<file path="src/rtl/aes_key_sched_ctrl.sv">
// Iterative AES-128 key schedule: one round key per clock into an 11-entry bank, indexed read port.
// Optional key-material clear input enabled by defining AES_KEYSCHED_ZEROIZE_EN.
module aes_key_sched_ctrl #(
  parameter bit          REG_RD = 1'b1,
  parameter int unsigned NR     = 10
) (
  input  logic         clk,
  input  logic         rst,
  input  logic [127:0] key_in,
  input  logic         key_valid,
  output logic         key_ready,
  output logic         busy,
  output logic         keys_valid,
  output logic         done,
  input  logic [3:0]   rd_round,
  output logic [127:0] rd_key
`ifdef AES_KEYSCHED_ZEROIZE_EN
  ,
  input  logic         zeroize
`endif
);

  localparam int unsigned KW  = 128;
  localparam int unsigned NRK = NR + 1;

  if (NR != 10) begin : g_nr_check
    $error("aes_key_sched_ctrl: only NR=10 (AES-128) is supported");
  end

  localparam logic [0:255][7:0] SBOX = {
    128'h637c777bf26b6fc53001672bfed7ab76, 128'hca82c97dfa5947f0add4a2af9ca472c0,
    128'hb7fd9326363ff7cc34a5e5f171d83115, 128'h04c723c31896059a071280e2eb27b275,
    128'h09832c1a1b6e5aa0523bd6b329e32f84, 128'h53d100ed20fcb15b6acbbe394a4c58cf,
    128'hd0efaafb434d338545f9027f503c9fa8, 128'h51a3408f929d38f5bcb6da2110fff3d2,
    128'hcd0c13ec5f974417c4a77e3d645d1973, 128'h60814fdc222a908846eeb814de5e0bdb,
    128'he0323a0a4906245cc2d3ac629195e479, 128'he7c8376d8dd54ea96c56f4ea657aae08,
    128'hba78252e1ca6b4c6e8dd741f4bbd8b8a, 128'h703eb5664803f60e613557b986c11d9e,
    128'he1f8981169d98e949b1e87e9ce5528df, 128'h8ca1890dbfe6426841992d0fb054bb16
  };

  function automatic logic [7:0] sbox(input logic [7:0] b);
    return SBOX[b];
  endfunction

  typedef enum logic [1:0] {ST_IDLE, ST_EXPAND, ST_READY} state_t;

  state_t         state_q, state_d;
  logic           keys_valid_d, done_d;
  logic           accept_c, step_c, clear_c, zero_c;
  logic [KW-1:0]  w_q;
  logic [3:0]     cnt_q;
  logic [7:0]     rcon_q;
  logic [KW-1:0]  rk_q [NRK];
  logic [31:0]    t_c, n0_c, n1_c, n2_c, n3_c;
  logic [KW-1:0]  nxt_c;
  logic [7:0]     xtime_c;
  logic [KW-1:0]  rd_mux_c;

`ifdef AES_KEYSCHED_ZEROIZE_EN
  assign zero_c = zeroize;
`else
  assign zero_c = 1'b0;
`endif

  // State register and registered status outputs
  always_ff @(posedge clk or posedge rst) begin
    if (rst) begin
      state_q    <= ST_IDLE;
      key_ready  <= 1'b1;
      busy       <= 1'b0;
      keys_valid <= 1'b0;
      done       <= 1'b0;
    end else begin
      state_q    <= state_d;
      key_ready  <= (state_d != ST_EXPAND);
      busy       <= (state_d == ST_EXPAND);
      keys_valid <= keys_valid_d;
      done       <= done_d;
    end
  end

  // Next state; zeroize overrides everything including a simultaneous key accept
  always_comb begin
    state_d      = state_q;
    keys_valid_d = keys_valid;
    done_d       = 1'b0;
    accept_c     = 1'b0;
    step_c       = 1'b0;
    clear_c      = 1'b0;
    if (zero_c) begin
      clear_c      = 1'b1;
      state_d      = ST_IDLE;
      keys_valid_d = 1'b0;
    end else begin
      case (state_q)
        ST_IDLE, ST_READY: begin
          if (key_valid && key_ready) begin
            accept_c     = 1'b1;
            state_d      = ST_EXPAND;
            keys_valid_d = 1'b0;
          end
        end
        ST_EXPAND: begin
          step_c = 1'b1;
          if (cnt_q == 4'(NR)) begin
            state_d      = ST_READY;
            keys_valid_d = 1'b1;
            done_d       = 1'b1;
          end
        end
        default: state_d = ST_IDLE;
      endcase
    end
  end

  // One AES-128 expansion round from the working key
  always_comb begin
    t_c     = {sbox(w_q[23:16]), sbox(w_q[15:8]), sbox(w_q[7:0]), sbox(w_q[31:24])}
              ^ {rcon_q, 24'h0};
    n0_c    = w_q[127:96] ^ t_c;
    n1_c    = n0_c ^ w_q[95:64];
    n2_c    = n1_c ^ w_q[63:32];
    n3_c    = n2_c ^ w_q[31:0];
    nxt_c   = {n0_c, n1_c, n2_c, n3_c};
    xtime_c = {rcon_q[6:0], 1'b0} ^ (rcon_q[7] ? 8'h1B : 8'h00);
  end

  // Working key, round counter, rcon and round-key bank
  always_ff @(posedge clk or posedge rst) begin
    if (rst) begin
      w_q    <= '0;
      cnt_q  <= '0;
      rcon_q <= 8'h01;
      for (int unsigned i = 0; i < NRK; i++) rk_q[i] <= '0;
    end else if (clear_c) begin
      w_q    <= '0;
      cnt_q  <= '0;
      rcon_q <= 8'h01;
      for (int unsigned i = 0; i < NRK; i++) rk_q[i] <= '0;
    end else if (accept_c) begin
      rk_q[0] <= key_in;
      w_q     <= key_in;
      cnt_q   <= 4'd1;
      rcon_q  <= 8'h01;
    end else if (step_c) begin
      for (int unsigned i = 1; i < NRK; i++) begin
        if (cnt_q == 4'(i)) rk_q[i] <= nxt_c;
      end
      w_q    <= nxt_c;
      cnt_q  <= cnt_q + 4'd1;
      rcon_q <= xtime_c;
    end
  end

  // Out-of-range indices read as zero
  always_comb begin
    rd_mux_c = '0;
    for (int unsigned i = 0; i < NRK; i++) begin
      if (rd_round == 4'(i)) rd_mux_c = rk_q[i];
    end
  end

  if (REG_RD) begin : g_rd_reg
    always_ff @(posedge clk or posedge rst) begin
      if (rst)          rd_key <= '0;
      else if (clear_c) rd_key <= '0;
      else              rd_key <= rd_mux_c;
    end
  end else begin : g_rd_comb
    assign rd_key = rd_mux_c;
  end

endmodule

</file>
<file path="config.mk">
export PLATFORM = sky130hd
export DESIGN_NAME = aes_key_sched_ctrl
export DESIGN_NICKNAME = d
export VERILOG_FILES = /design/src/rtl/aes_key_sched_ctrl.sv
export SDC_FILE = /design/constraint.sdc
export NUM_CORES = 2
export LEC_CHECK = 0
export ABC_AREA = 1
export BUFFER_PORTS_ARGS = -buffer_cell sky130_fd_sc_hd__buf_2
export CORE_MARGIN = 2
export CORE_UTILIZATION = 39
export DETAILED_ROUTE_END_ITERATION = 6
export RECOVER_POWER = 50
export SLEW_MARGIN = 0
export SYNTH_ARGS = -nofsm -noshare
export SYNTH_HDL_FRONTEND = slang
export SYNTH_SLANG_ARGS = --single-unit
</file>
<file path="constraint.sdc">
create_clock -name clk -period 55.3 [get_ports clk]
set_input_delay 5.53 -clock clk [delete_from_list [all_inputs] [get_ports clk]]
set_output_delay 5.53 -clock clk [all_outputs]
set_load 0.005 [all_outputs]
</file>
==> run metrics <==
outcome=finished, violations left; failing checks=capacitance limit, slew limit; period utilization=43.3%; reg-to-reg startpoint=state_q[1]$_DFF_PP0_; Sink Count=1682; setup TNS=0 ns; WL met3=48.1 mm; Buffers on Ports=266; post-synthesis sequential element count=1682; Syn-to-layout area delta=10.0%; Rel. slew slack=-540%; syn nets=10900; sequential fraction of the synthesis area=49.5%; CP endpoint kind=register; post-CTS sizing=0; P per Cell Area=79.6 nW/um2; CTS tree=yes; fraction of layout cells with a size suffix above 1=8.73%; Crit Path Category=reg2reg; Clock Skews=0.0556 ns; IO Pins=267; post-synthesis mux area share=0%; Synth Area in Adders=0.942%; end of the worst hold path=rk_q[536]$_DFFE_PP0P_; part of the power in registers=28.8%; worst hold slack=0.477 ns; Max Slew Vio Count=3333; DRT met1 WL=158 mm; Core Box Area=217000 um2; Worst R2R End=rk_q[800]$_DFFE_PP0P_; Clock Path Buffers=3; Multi-input gate area=36700 um2; Synth Area in XOR/XNOR=0.113%; hold path depth=2; GR Overflow Total=0; num rows=171; WL/cell=29.7 um; final hold vios=0; fin nets=10700; DR pass1 iterations=6; worst-case reg-to-reg path depth=8; Combinational Power Share=53.9%; critical path startpoint=state_q[1]$_DFF_PP0_; DP Wirelength=258 mm; Via Count=83400; synth unique cells=51; Via density=6.15; Fillers=21900; Max Freq=0.0418 GHz; r2r setup slk=31.36 ns; Top FF cell, synth=dfrtp_1; Mapped Area=85000 um2; Peak VDD IR=44.7 uV; top routing layer used=met5; Clock Power Share=17.3%; vias in the first global route=78600; Die ar.=222000 um2; worst-margin pin slew=9.60 ns; simple-gate share of the synthesized area=28.5%; crit path launch type=register; Synth Area per Inst=7.92 um2; leak pwr=44.1 nW; Synth Area in Compound Gates=13.5%; initial antenna violation count=30; clock-pin slew on the worst setup and hold paths=0.06 ns; Total GRT Usage=35.5%; Seq. cell area=42100 um2; die width=471 um; Sw Share=53.1%; switching power=0.00396 W; crit path DAT=24.49 ns; starting density of the core=39.2%; Final min period=23.94 ns; GPL Wtd Cong=1.01; final setup fails=0; DRC=0; unrepaired setup endpoints after global routing=no; worst min-delay path startpoint=rk_q[536]$_DFFE_PP0P_; Die Y=471 um; Post-CTS Setup Inserts=0; post-route ant nets=0; first-pass GRT wire length=574 mm; worst path required time=55.85 ns; synth warn=0; Detailed Route Iter0 Violations=12700; Internal=0.00349 W; Cells after Synth=10700; number of max-cap violations=56; CTS hold repair buffers=0; Final Util=43.1%; Hold Crit Class=reg2reg; H-tree depth=4; Skew-Pair Late Insertion Delay=0.89 ns; Root Buffer=clkbuf_16; Async SR Flop Fraction=100%; Crit Path Max Fanout=125; largest family of logic cells by synthesized area=simple AND/OR/NAND/NOR gates; Num CTS Buffers=182; largest net degree at the start of global routing=184; Post-synth EDFFs=0; metal2 WL=168 mm; routed wire length=403 mm
[worst max-delay path by stage]
stage,endpoint,slack (ns),cells past startpoint
floorplan,busy$_DFF_PP0_,2.30,1
global placement,rk_q[1328]$_DFFE_PP0P_,44.68,7
detailed placement,rd_key[54]$_DFF_PP0_,44.56,7
CTS,rk_q[944]$_DFFE_PP0P_,45.48,7
global route,rk_q[814]$_DFFE_PP0P_,31.81,9
finish,rk_q[800]$_DFFE_PP0P_,31.36,8
[through the flow]
step	setup slack, ns	instance area, um2	cells	total power, W
after detailed placement	44.56	87600	13200	0.00595
after global routing	31.81	93500	13600	0.00778
after floorplan	2.30	85000	10700	0.00451
after global placement	44.68	87600	13200	0.00591
after CTS	45.48	93900	13600	0.00725
final	31.36	93600	13600	0.00744
[cells by family after synthesis]
| logic type | Yosys count |
|---|---|
| AND/OR/NAND/NOR | 5527 |
| AO/OA/AOI/OAI | 1986 |
| flip-flops | 1682 |
| adder cells (fa/ha/maj) | 64 |
| buffers and inverters | 1465 |
| XOR/XNOR | 11 |
[cell type report]
class                   instances  share of cell area, %
diodes                         13                 0.0348
clock buffers                 276                   5.75
inverters                     681                   2.78
flip-flops and latches       1682                   45.0
multi-input cells            7588                   39.2
well taps                    2854                   3.82
repair buffers                408                   2.48
clock inverters                64                  0.947
[sequential cells by signal (all words and copies together), names as in the netlist]
name,cells
busy,1
cnt_q,4
done,1
key_ready,1
keys_valid,1
rcon_q,8
rd_key,128
rk_q,1408
state_q,2
w_q,128
[placed cells by master, fill, tap and decap left out, types with 6 or more instances in the layout]
| master | Yosys | layout |
|---|---|---|
| nand2_1 | 3020 | 3018 |
| dfrtp_1 | 1680 | 1673 |
| nand3_1 | 1585 | 1586 |
| o21ai_0 | 952 | 970 |
| inv_1 | 647 | 630 |
| nor2_1 | 553 | 537 |
| a31oi_1 | 341 | 341 |
| buf_2 | 148 | 266 |
| a21oi_1 | 227 | 227 |
| clkbuf_16 | 0 | 184 |
| o22ai_1 | 172 | 172 |
| nand4_1 | 154 | 154 |
| o211ai_1 | 95 | 95 |
| clkbuf_1 | 431 | 94 |
| nand2_2 | 90 | 90 |
| buf_4 | 83 | 90 |
| ha_1 | 64 | 64 |
| o2111ai_1 | 61 | 61 |
| nand3_2 | 59 | 58 |
| a221oi_1 | 43 | 43 |
| clkbuf_8 | 0 | 43 |
| nand2_4 | 35 | 37 |
| clkinv_2 | 0 | 32 |
| inv_2 | 26 | 26 |
| o221ai_1 | 22 | 22 |
| o21bai_1 | 18 | 18 |
| nor2_4 | 0 | 16 |
| diode_2 | 0 | 13 |
| nand3_4 | 13 | 13 |
| o21a_1 | 13 | 13 |
| bufinv_16 | 0 | 13 |
| clkinvlp_2 | 0 | 11 |
| a2111oi_0 | 9 | 9 |
| xor2_1 | 8 | 8 |
| buf_12 | 1 | 7 |
| dfrtp_2 | 0 | 7 |
| inv_4 | 5 | 6 |
| inv_6 | 1 | 6 |
[Yosys cell counts (22+ instances only)]
cell       instances  share of area [%]
a21oi_1          227                1.3
a221oi_1          43               0.44
a31oi_1          341                2.5
buf_1             60               0.26
buf_2            148               0.87
buf_4             83               0.73
buf_6             45               0.60
clkbuf_1         431                1.9
dfrtp_1         1680                 49
ha_1              64               0.94
inv_1            647                2.9
inv_2             26               0.11
nand2_1         3020                 13
nand2_2           90               0.66
nand2_4           35               0.46
nand3_1         1585                9.3
nand3_2           59               0.69
nand4_1          154                1.1
nor2_1           553                2.4
o2111ai_1         61               0.63
o211ai_1          95               0.84
o21ai_0          952                5.6
o21ai_1           23               0.14
o221ai_1          22               0.23
o22ai_1          172                1.3
[worst max-delay path: stages, from the launching register on]
cell and delay [ns]:
dfrtp_1 0.40, nor2_4 0.10, clkbuf_1 6.47, nand2_1 0.88, nor2_4 0.37, clkbuf_1 6.22, clkinvlp_2 8.75, nand2_1 0.03
o21ai_0 0.08
[power groups by stage]
stage	clock, W	combinational, W	sequential (W)
after floorplan	0	0.00245	0.00205
after global placement	0	0.00378	0.00212
after detailed placement	0	0.00381	0.00214
after CTS	0.00130	0.00383	0.00212
after global routing	0.00135	0.00424	0.00219
final	0.00129	0.00401	0.00214
[layer usage]
metal / vias to the layer above / track usage, %
li1: 35700 / -
met1: 40900 / 46.9
met2: 5571 / 50.9
met3: 1178 / 10.1
met4: 28 / 22.0
met5: - / 1.04
(Power assumes the default switching activity.)
